## config.mk

```make
export PLATFORM = sky130hd
export DESIGN_NAME = riscv_perf_monitor_flat
export DESIGN_NICKNAME = d
export VERILOG_FILES = /design/src/rtl/riscv_perf_pkg.sv /design/src/rtl/riscv_perf_monitor_if.sv /design/src/rtl/riscv_perf_monitor_counter.sv /design/src/rtl/riscv_perf_monitor.sv /design/src/flat_wrapper.sv
export SDC_FILE = /design/constraint.sdc
export NUM_CORES = 2
export LEC_CHECK = 0
export CAP_MARGIN = 20
export CORE_MARGIN = 1.5
export CORE_UTILIZATION = 65
export DETAILED_ROUTE_END_ITERATION = 7
export GPL_TIMING_DRIVEN = 0
export PLACE_DENSITY = 0.82
export SYNTH_ARGS = -nofsm -noshare
export SYNTH_HDL_FRONTEND = slang
export SYNTH_SLANG_ARGS = --single-unit
```

## constraint.sdc

```tcl
create_clock -name clk -period 3.4 [get_ports clk]
set_input_delay 0.34 -clock clk [delete_from_list [all_inputs] [get_ports clk]]
set_output_delay 0.34 -clock clk [all_outputs]
set_load 0.005 [all_outputs]
```

## src/rtl/riscv_perf_pkg.sv

```systemverilog
// Shared definitions for the performance monitor: controller states, counter address map.
package riscv_perf_pkg;

  typedef enum logic [1:0] {
    ST_IDLE = 2'b00,
    ST_RUN  = 2'b01,
    ST_HALT = 2'b10
  } state_t;

  localparam int NUM_PT       = 9;
  localparam int ADDR_CYC     = 0;
  localparam int ADDR_INSTR   = 1;
  localparam int ADDR_STIF    = 2;
  localparam int ADDR_STEX    = 3;
  localparam int ADDR_PT_BASE = 4;
  localparam int ADDR_PF_BASE = ADDR_PT_BASE + NUM_PT;
  localparam int NUM_CNT      = ADDR_PF_BASE + NUM_PT;

endpackage

```

## src/rtl/riscv_perf_monitor_if.sv

```systemverilog
// Event strobes, control and read port between the core/host side and the perf monitor.
interface riscv_perf_monitor_if #(
  parameter int CNT_W  = 32,
  parameter int ADDR_W = 5
);
  logic              stat_beq;
  logic              stat_bne;
  logic              stat_blt;
  logic              stat_bge;
  logic              stat_bltu;
  logic              stat_bgeu;
  logic              stat_jal;
  logic              stat_jalr;
  logic              stat_PL_flush;
  logic              stat_PL_stall_if;
  logic              stat_PL_stall_ex;
  logic              stat_ecall;
  logic              cfg_enable;
  logic              cfg_clear;
  logic              rd_req;
  logic [ADDR_W-1:0] rd_addr;
  logic              rd_ack;
  logic [CNT_W-1:0]  rd_data;
  logic [1:0]        state_o;

  modport master (
    output stat_beq, stat_bne, stat_blt, stat_bge, stat_bltu, stat_bgeu, stat_jal, stat_jalr,
    output stat_PL_flush, stat_PL_stall_if, stat_PL_stall_ex, stat_ecall,
    output cfg_enable, cfg_clear, rd_req, rd_addr,
    input  rd_ack, rd_data, state_o
  );

  modport slave (
    input  stat_beq, stat_bne, stat_blt, stat_bge, stat_bltu, stat_bgeu, stat_jal, stat_jalr,
    input  stat_PL_flush, stat_PL_stall_if, stat_PL_stall_ex, stat_ecall,
    input  cfg_enable, cfg_clear, rd_req, rd_addr,
    output rd_ack, rd_data, state_o
  );
endinterface

```

## src/rtl/riscv_perf_monitor_counter.sv

```systemverilog
// Single wrapping event counter with synchronous clear and signed step in [-4,3].
// Updates on the edge ending an enabled cycle; clear wins over enable.
module perf_counter #(
  parameter int CNT_W = 32
) (
  input  logic              clk,
  input  logic              rst_n,
  input  logic              clr,
  input  logic              en,
  input  logic signed [2:0] inc,
  output logic [CNT_W-1:0]  cnt
);

  logic [CNT_W-1:0] step;
  assign step = {{(CNT_W-3){inc[2]}}, inc};

  always_ff @(posedge clk or negedge rst_n) begin
    if (!rst_n) begin
      cnt <= '0;
    end else if (clr) begin
      cnt <= '0;
    end else if (en) begin
      cnt <= cnt + step;
    end
  end

endmodule

```

## src/rtl/riscv_perf_monitor.sv

```systemverilog
// Perf monitor: IDLE/RUN/HALT controller, 22 event counters, registered req/ack read port.
// Read ack one cycle after accept (pre-update snapshot); back-to-back requests ack every 2 cycles.
module riscv_perf_monitor
  import riscv_perf_pkg::*;
#(
  parameter int CNT_W  = 32,
  parameter int ADDR_W = 5
) (
  input logic                 clk,
  input logic                 rst_n,
  riscv_perf_monitor_if.slave bus
);

  state_t            state_q;
  logic              count_en;
  logic              rd_accept;
  logic              rd_ack_q;
  logic [CNT_W-1:0]  rd_data_q;
  logic [7:0]        br_types;
  logic              br_any;
  logic              stall_any;
  logic signed [2:0] inc [NUM_CNT];
  logic [CNT_W-1:0]  cnt [NUM_CNT];

  // clear beats enable and ecall; HALT only leaves through clear
  always_ff @(posedge clk or negedge rst_n) begin
    if (!rst_n) begin
      state_q <= ST_IDLE;
    end else if (bus.cfg_clear) begin
      state_q <= ST_IDLE;
    end else begin
      case (state_q)
        ST_IDLE: if (bus.cfg_enable) state_q <= ST_RUN;
        ST_RUN:  if (bus.stat_ecall) state_q <= ST_HALT;
        ST_HALT: state_q <= ST_HALT;
        default: state_q <= ST_IDLE;
      endcase
    end
  end

  assign count_en  = (state_q == ST_RUN) && !bus.stat_ecall && !bus.cfg_clear;
  assign br_types  = {bus.stat_jalr, bus.stat_jal, bus.stat_bgeu, bus.stat_bltu,
                      bus.stat_bge, bus.stat_blt, bus.stat_bne, bus.stat_beq};
  assign br_any    = |br_types;
  assign stall_any = bus.stat_PL_stall_if || bus.stat_PL_stall_ex;

  always_comb begin
    for (int i = 0; i < NUM_CNT; i++) begin
      inc[i] = 3'sb000;
    end
    inc[ADDR_CYC]  = 3'sb001;
    inc[ADDR_STIF] = bus.stat_PL_stall_if ? 3'sb001 : 3'sb000;
    inc[ADDR_STEX] = bus.stat_PL_stall_ex ? 3'sb001 : 3'sb000;
    // a flushed slot retracts the two wrong-path instructions already counted
    if (stall_any)              inc[ADDR_INSTR] = 3'sb000;
    else if (bus.stat_PL_flush) inc[ADDR_INSTR] = 3'sb110;
    else                        inc[ADDR_INSTR] = 3'sb001;
    inc[ADDR_PT_BASE] = br_any ? 3'sb001 : 3'sb000;
    inc[ADDR_PF_BASE] = (br_any && bus.stat_PL_flush) ? 3'sb001 : 3'sb000;
    for (int k = 1; k < NUM_PT; k++) begin
      inc[ADDR_PT_BASE + k] = br_types[k-1] ? 3'sb001 : 3'sb000;
      inc[ADDR_PF_BASE + k] = (br_types[k-1] && bus.stat_PL_flush) ? 3'sb001 : 3'sb000;
    end
  end

  for (genvar g = 0; g < NUM_CNT; g++) begin : g_cnt
    perf_counter #(.CNT_W(CNT_W)) u_cnt (
      .clk   (clk),
      .rst_n (rst_n),
      .clr   (bus.cfg_clear),
      .en    (count_en),
      .inc   (inc[g]),
      .cnt   (cnt[g])
    );
  end

  assign rd_accept = bus.rd_req && !rd_ack_q;

  // counters are sampled before this edge's update, so clear/count races return the old value
  always_ff @(posedge clk or negedge rst_n) begin
    if (!rst_n) begin
      rd_ack_q  <= 1'b0;
      rd_data_q <= '0;
    end else begin
      rd_ack_q <= rd_accept;
      if (rd_accept) begin
        rd_data_q <= (int'(bus.rd_addr) < NUM_CNT) ? cnt[bus.rd_addr] : '0;
      end
    end
  end

  assign bus.rd_ack  = rd_ack_q;
  assign bus.rd_data = rd_data_q;
  assign bus.state_o = state_q;

endmodule

```

## src/flat_wrapper.sv

```systemverilog
// flat-port wrapper written by rule: the top's interface ports become plain ports
module riscv_perf_monitor_flat import riscv_perf_pkg::*;
#(
  parameter int CNT_W  = 32,
  parameter int ADDR_W = 5
)
  (clk, rst_n, bus_stat_beq, bus_stat_bne, bus_stat_blt, bus_stat_bge, bus_stat_bltu, bus_stat_bgeu, bus_stat_jal, bus_stat_jalr, bus_stat_PL_flush, bus_stat_PL_stall_if, bus_stat_PL_stall_ex, bus_stat_ecall, bus_cfg_enable, bus_cfg_clear, bus_rd_req, bus_rd_addr, bus_rd_ack, bus_rd_data, bus_state_o);
  riscv_perf_monitor_if #(.CNT_W(CNT_W), .ADDR_W(ADDR_W)) bus_i ();
  input logic clk;
  input logic rst_n;
  input wire logic [$bits(bus_i.stat_beq)-1:0] bus_stat_beq;
  input wire logic [$bits(bus_i.stat_bne)-1:0] bus_stat_bne;
  input wire logic [$bits(bus_i.stat_blt)-1:0] bus_stat_blt;
  input wire logic [$bits(bus_i.stat_bge)-1:0] bus_stat_bge;
  input wire logic [$bits(bus_i.stat_bltu)-1:0] bus_stat_bltu;
  input wire logic [$bits(bus_i.stat_bgeu)-1:0] bus_stat_bgeu;
  input wire logic [$bits(bus_i.stat_jal)-1:0] bus_stat_jal;
  input wire logic [$bits(bus_i.stat_jalr)-1:0] bus_stat_jalr;
  input wire logic [$bits(bus_i.stat_PL_flush)-1:0] bus_stat_PL_flush;
  input wire logic [$bits(bus_i.stat_PL_stall_if)-1:0] bus_stat_PL_stall_if;
  input wire logic [$bits(bus_i.stat_PL_stall_ex)-1:0] bus_stat_PL_stall_ex;
  input wire logic [$bits(bus_i.stat_ecall)-1:0] bus_stat_ecall;
  input wire logic [$bits(bus_i.cfg_enable)-1:0] bus_cfg_enable;
  input wire logic [$bits(bus_i.cfg_clear)-1:0] bus_cfg_clear;
  input wire logic [$bits(bus_i.rd_req)-1:0] bus_rd_req;
  input wire logic [$bits(bus_i.rd_addr)-1:0] bus_rd_addr;
  output wire logic [$bits(bus_i.rd_ack)-1:0] bus_rd_ack;
  output wire logic [$bits(bus_i.rd_data)-1:0] bus_rd_data;
  output wire logic [$bits(bus_i.state_o)-1:0] bus_state_o;
  assign bus_i.stat_beq = bus_stat_beq;
  assign bus_i.stat_bne = bus_stat_bne;
  assign bus_i.stat_blt = bus_stat_blt;
  assign bus_i.stat_bge = bus_stat_bge;
  assign bus_i.stat_bltu = bus_stat_bltu;
  assign bus_i.stat_bgeu = bus_stat_bgeu;
  assign bus_i.stat_jal = bus_stat_jal;
  assign bus_i.stat_jalr = bus_stat_jalr;
  assign bus_i.stat_PL_flush = bus_stat_PL_flush;
  assign bus_i.stat_PL_stall_if = bus_stat_PL_stall_if;
  assign bus_i.stat_PL_stall_ex = bus_stat_PL_stall_ex;
  assign bus_i.stat_ecall = bus_stat_ecall;
  assign bus_i.cfg_enable = bus_cfg_enable;
  assign bus_i.cfg_clear = bus_cfg_clear;
  assign bus_i.rd_req = bus_rd_req;
  assign bus_i.rd_addr = bus_rd_addr;
  assign bus_rd_ack = bus_i.rd_ack;
  assign bus_rd_data = bus_i.rd_data;
  assign bus_state_o = bus_i.state_o;
  riscv_perf_monitor #(.CNT_W(CNT_W), .ADDR_W(ADDR_W)) u_core (.clk(clk), .rst_n(rst_n), .bus(bus_i));
endmodule
```

**Yosys cells after proc, flatten, opt, wreduce, memory -nomap -nowiden**

Index checks and enable logic that the tools add are counted.

- Flip-flop bits (word level): 739
- Logic and storage cells: 148
- Input port bits: 22

- Multiplexer cells: 74
- Bitwise operators: 1
- Add/subtract/negate cells: 22
- Order comparisons: 2
- Reductions and logical operators: 20
- Eq/ne operators: 4

Operators with widths:

| operator | number |
|---|---|
| $mux 32 | 47 |
| $add 32x32->32 | 21 |
| $bmux 32 s5 | 1 |
| $add 32x1->32 const B | 1 |
| $mux 1 | 20 |
| $logic_and 1x1->1 | 12 |
| $reduce_or 8->1 | 1 |
| $ge 6x6->1 const B | 1 |
| $mux 2 | 3 |
| $mux 3 | 2 |
| $ne 3x3->1 const B | 2 |
| $not 5->6 | 1 |
| $pmux 2 s3 | 1 |
| $lt 5x5->1 const B | 1 |
| $logic_not 1->1 | 3 |
| $eq 2x1->1 const B | 1 |
| $eq 2x2->1 const B | 1 |
| $logic_not 2->1 | 1 |
| $reduce_and 2->1 | 1 |
| $reduce_bool 2->1 | 1 |
| $logic_or 1x1->1 | 1 |

**Logic depth before layout (Yosys ltp)**

- Depth in word-level cells: 6
- Mapped depth: 12
- Gate-level depth less buffers: 9

**Hierarchy**

A second synthesis with hierarchy kept.

- Cell total of the unflattened synthesis: 8277
- Area, all modules: 72375.7 um^2

Modules (own cells, without submodules):

| module | area each (um^2) | seq. area each (um^2) | cells an instance | instances |
|---|---|---|---|---|
| perf_counter (u_core.g_cnt[19].u_cnt ...) | 2987.9 | 800.8 | 345 | 12 |
| perf_counter (u_core.g_cnt[11].u_cnt ...) | 2949.1 | 800.8 | 346 | 7 |
| riscv_perf_monitor | 7166.9 | 875.8 | 720 | 1 |
| perf_counter (u_core.g_cnt[10].u_cnt) | 2947.8 | 800.8 | 330 | 1 |
| perf_counter (u_core.g_cnt[18].u_cnt) | 2939.1 | 800.8 | 348 | 1 |
| perf_counter (u_core.g_cnt[0].u_cnt) | 2824.0 | 800.8 | 317 | 1 |

**Worst setup path after synthesis**

No wires, ideal clock.

- Kind: input to register
- From: in bus_stat_PL_stall_if
- To: reg u_core.g_cnt[1].u_cnt.cnt[28]
- Arrival time: 2.958 ns
- Stages on the path: 12
- Slack: 0.308 ns
- Buffers on the path: 3
- Setup time: 0.134 ns
- Data required time: 3.266 ns
- Cell sequence: or3b_1 buf_2 buf_2 buf_1 xnor2_1 ha_1 or4_1 nor3_2 a21oi_1 a2111oi_2 o21a_1 nor3_2

- Cells in the longest elaborated chain, start to end: 5

RTL lines:

| item | RTL line | RTL |
|---|---|---|
| start, declared | flat_wrapper.sv:20 | `input wire logic [$bits(bus_i.stat_PL_stall_if)-1:0] bus_stat_PL_stall_if;` |
| $logic_or 1x1->1 | riscv_perf_monitor.sv:45 | `assign stall_any = bus.stat_PL_stall_if \|\| bus.stat_PL_stall_ex;` |
| $mux 3 | riscv_perf_monitor.sv:55 | `if (stall_any) inc[ADDR_INSTR] = 3'sb000;` |
| $add 32x32->32 | riscv_perf_monitor_counter.sv:23 | `cnt <= cnt + step;` |
| $mux 32 | riscv_perf_monitor_counter.sv:22 | `end else if (en) begin` |
| $mux 32 | riscv_perf_monitor_counter.sv:20 | `end else if (clr) begin` |
| end signal, assigned | riscv_perf_monitor_counter.sv:23 |  |
| end, declared | riscv_perf_monitor_counter.sv:11 | `output logic [CNT_W-1:0] cnt` |

Every way passes these cells. The select of a mux whose other input is x is not followed.
A chain may end at the register's enable or synchronous reset.

**Final worst setup path**

- From: reg u_core.state_q[1], in the netlist u_core.bus.state_o[1]
- To: reg u_core.g_cnt[1].u_cnt.cnt[0]

- Cells in the longest elaborated chain, start to end: 4

RTL lines:

| item | RTL line | RTL |
|---|---|---|
| start, declared | riscv_perf_monitor.sv:14 | `state_t state_q;` |
| start signal, assigned | riscv_perf_monitor.sv:28 | `state_q <= ST_IDLE;` |
| start signal, assigned | riscv_perf_monitor.sv:30 | `state_q <= ST_IDLE;` |
| start signal, assigned | riscv_perf_monitor.sv:33 | `ST_IDLE: if (bus.cfg_enable) state_q <= ST_RUN;` |
| $eq 2x1->1 | riscv_perf_monitor.sv:41 | `assign count_en = (state_q == ST_RUN) && !bus.stat_ecall && !bus.cfg_clear;` |
| $logic_and 1x1->1 (2 in series) | riscv_perf_monitor.sv:41 |  |
| $reduce_bool 2->1 (no source line) | -- |  |

Every way passes these cells.

==> results by group <==
GRT
  • Initial antenna violation count: 5
  • Vias in the first global route: 35000
  • Global-route wire length before repair: 216400 um
  • Total global routing overflow: 0
  • Largest net degree at the start of global routing: 117
  • Total GRT Usage: 43.38%

Logic synthesis
  • Ys Warns: 0
  • Post-Syn Area: 0.04233 sq mm
  • Number of flops mapped to enable cells by yosys: 0
  • Register bit total from synthesis: 739
  • Asr flop ratio synth: 100.0%
  • Syn Inst Count: 4360
  • Synth cell types: 72
  • Syn_nets: 4430
  • Avg Cell Area, Syn: 9.708 sq um
  • Sequential area share after synthesis: 43.69%
  • Most used flip-flop cell after synthesis: dfrtp_1

Timing
  • F_max: 295.4 MHz
  • Worst Tran Pin Value: 1.199 ns
  • Slew headroom: 20.04%
  • Final setup viols: 0
  • Period utilization: 99.55%
  • Hold Fails Final Rpt: 0
  • Period minus WS final: 3.385 ns
  • Post-route clock skew: 0.02379 ns
  • Final Max Tran Viols: 0
  • Setup_tns: 0 ns
  • PnR worst setup slack: 0.01526 ns

Route
  • DR vias/cell: 6.855
  • Vias: 37240
  • Drt wl/cell: 26.39 um
  • Met2 WL: 60150 um
  • DRC Markers: 0
  • Final wirelength: 143400 um
  • Met3 wire len: 20160 um
  • Metal-1 WL: 52270 um
  • Initial DRC Count: 6083
  • Final ANT Viol Nets: 0
  • Top Layer Used: met5
  • DRT Pass-1 Iters: 8

Setup path
  • Reg2reg path depth: 10
  • Arrival time worst endpoint: 3.94 ns
  • CP Max Fanout: 10
  • RR Endpoint: u_core.g_cnt[1].u_cnt.cnt[0]
  • CP Launch Type: flip-flop
  • Crit end category: flip-flop
  • Crit Path Category: reg2reg
  • Reg2reg start: u_core.bus.state_o[1]
  • Reg2Reg Setup Slack: 0.02 ns
  • WP data required: 3.96 ns

Clock tree
  • Clk sinks: 739
  • CTS clk-pin slew, worst paths: 0.07 ns
  • Worst skew pair latency: 0.66 ns
  • Root Driver: clkbuf_16
  • Longest Clk Path Bufs: 3
  • Cts bufs inserted: 80
  • Total number of H-tree levels: 3
  • CTS tree: built

Finish
  • Layout cells sized above 1: 10.06%
  • Nets: 4578
  • Layout Cells excl Fill: 5433
  • Syn-to-layout area delta: 11.37%
  • Final instance area: 0.04714 sq mm

Floorplanning
  • Num ports: 57
  • Die area: 0.06666 sq mm
  • Die height: 258.2 um
  • Die W: 258.2 um
  • Initial Utilization: 65.66%
  • CORE AREA: 0.06446 sq mm
  • FP Rows: 93

Placement
  • Routability cong.: 1.044
  • Input/output buffers: 51
  • Post-place instance area: 0.04412 sq mm
  • Dpl ws: -0.8597 ns
  • Post-DP HPWL: 104700 um
  • Placed instance count: 5274

Power and ir drop
  • Sequential share of power: 43.8%
  • Part of the power in combinational logic: 10.1%
  • Clock power frac: 46.1%
  • Pwr/cell area: 432.3 mW/mm^2
  • Switching share of power: 27.07%
  • Switching pwr: 5.517 mW
  • Int Power: 14.86 mW
  • Leak: 19.42 nW
  • Worst VDD drop: 0.0003995 V

Outcome
  • Outcome: complete, no violations

Worst hold path
  • Worst min path class: in2async

Run
  • Max_cap viols: 0
## worst max-delay path, cell delays in order (launching register included)
cell and delay (ns):
dfrtp_1 0.40, inv_1 0.12, ha_2 0.37, nor2b_1 0.19, buf_4 0.33, buf_4 0.38, buf_2 0.43, clkbuf_2 0.40
buf_2 0.40, nand2_1 0.09, a21oi_1 0.15
## what timing repair did
item / in CTS / in global routing
pin swaps: 2 / 1
hold buffers: 1 / 0
buffers inserted: 1 / 3
endpoints found under the hold margin: 53 / 0
endpoints found under the setup margin: 170 / 172
resized for setup: 22 / 29
## state kept, by name, summed over array words and instances (netlist names)
signal	flops
u_core.bus.rd_ack	1
u_core.bus.rd_data	32
u_core.bus.state_o	2
u_core.g_cnt.u_cnt.cnt	704
## power groups by stage
| stage | sequential [mW] | combinational (mW) | clock (mW) |
|---|---|---|---|
| 3_3_place_gp | 9.11 | 1.86 | 0 |
| 2_1_floorplan | 9.07 | 0.928 | 0 |
| 6_report | 8.93 | 2.06 | 9.39 |
| 4_1_cts | 8.93 | 1.95 | 9.34 |
| 5_1_grt | 8.93 | 2.12 | 9.69 |
| 3_5_place_dp | 9.09 | 1.91 | 0 |
## worst max path at each step
stage / from / endpoint / slack, ns
floorplan: bus_stat_PL_stall_if / u_core.g_cnt[1].u_cnt.cnt[28] / 0.31
global placement: rst_n / u_core.g_cnt[7].u_cnt.cnt[19] / -31.33
detailed placement: bus_stat_PL_stall_ex / u_core.g_cnt[1].u_cnt.cnt[28] / -0.86
CTS: bus_stat_PL_stall_ex / u_core.g_cnt[1].u_cnt.cnt[28] / 0.02
global route: bus_stat_PL_stall_if / u_core.g_cnt[1].u_cnt.cnt[24] / -0.05
finish: u_core.bus.state_o[1] / u_core.g_cnt[1].u_cnt.cnt[0] / 0.02
## cell type report
cell class / instances / area, sq um
clock inverter: 27 / 387.9
fill: 4591 / 17320
sequential: 739 / 18490
antenna: 7 / 17.52
clock buffer: 118 / 2395
buffer: 224 / 949.7
tap: 855 / 1070
multi-input combinational: 3313 / 22730
timing repair buffer: 67 / 787.0
inverter: 83 / 311.5
## cell families after synthesis
group | share of synthesized area [%]
buf+inv | 2.906
fa+ha+maj | 1.419
simple gates | 24.37
mux | 11.03
flops | 43.69
compound gates | 5.211
xor+xnor | 11.38
## through the flow
step / util [%] / hold slack (ns) / power, mW
5_1_grt: 73.10 / 0.2610 / 20.75
2_1_floorplan: - / 0.04441 / 9.996
3_5_place_dp: 68.44 / 0.3021 / 10.99
6_report: 73.13 / 0.2122 / 20.38
4_1_cts: 72.90 / 0.1981 / 20.22
3_3_place_gp: 68.11 / 0.5153 / 10.97
## metal layers
metal  vias up  GRT usage [%]
li1      15690              -
met1     18260          59.15
met2      2722          60.36
met3       567          13.28
met4         4          27.97
met5         -         0.5698
## Yosys cell counts, drive strengths merged (7+ instances only)
library cell | instances | area, sq um
a22oi | 18 | 135.1
nand2b | 8 | 50.05
mux2 | 7 | 78.82
nand3b | 11 | 86.33
ha | 48 | 600.6
nand4 | 180 | 1145
nor2 | 656 | 2462
and4 | 51 | 446.7
xnor2 | 178 | 1559
mux2i | 58 | 580.6
nand2 | 446 | 1677
and2 | 37 | 231.5
nand4b | 7 | 61.31
o21ai | 122 | 614.3
nand3 | 232 | 1166
or2 | 13 | 81.33
inv | 83 | 311.6
nor3 | 104 | 530.5
or4 | 19 | 157.7
dfrtp | 739 | 18490
o22ai | 19 | 118.9
nor4 | 63 | 526.8
o221ai | 15 | 131.4
xor2 | 372 | 3258
mux4 | 178 | 4009
or3 | 108 | 675.7
buf | 67 | 325.3
a21oi | 183 | 915.9
and3 | 100 | 625.6
and4b | 13 | 130.1
nor2b | 22 | 137.6
clkbuf | 158 | 593.1
## cells in the final DEF (no fill, tap or decap), types with 15 or more instances in the layout
cell type | Yosys | layout
or3_1 | 108 | 108
dfrtp_1 | 739 | 739
nand3_1 | 231 | 231
buf_2 | 47 | 47
o22ai_1 | 19 | 19
mux2i_1 | 58 | 58
and4_1 | 51 | 51
nor2_1 | 656 | 656
xor2_1 | 372 | 372
nor2b_1 | 22 | 22
nand2_1 | 445 | 445
o221ai_1 | 15 | 15
nor3_1 | 102 | 100
mux4_2 | 178 | 178
clkbuf_16 | 0 | 80
ha_1 | 48 | 46
clkbuf_8 | 0 | 25
nand4_1 | 177 | 177
nor4_1 | 46 | 40
xnor2_1 | 178 | 178
nor4_2 | 14 | 16
clkbuf_1 | 158 | 164
o21ai_0 | 121 | 121
a21oi_1 | 183 | 182
inv_1 | 82 | 82
a22oi_1 | 18 | 18
and3_1 | 100 | 99
clkdlybuf4s50_1 | 0 | 49
and2_1 | 37 | 37
(Power assumes the default switching activity.)
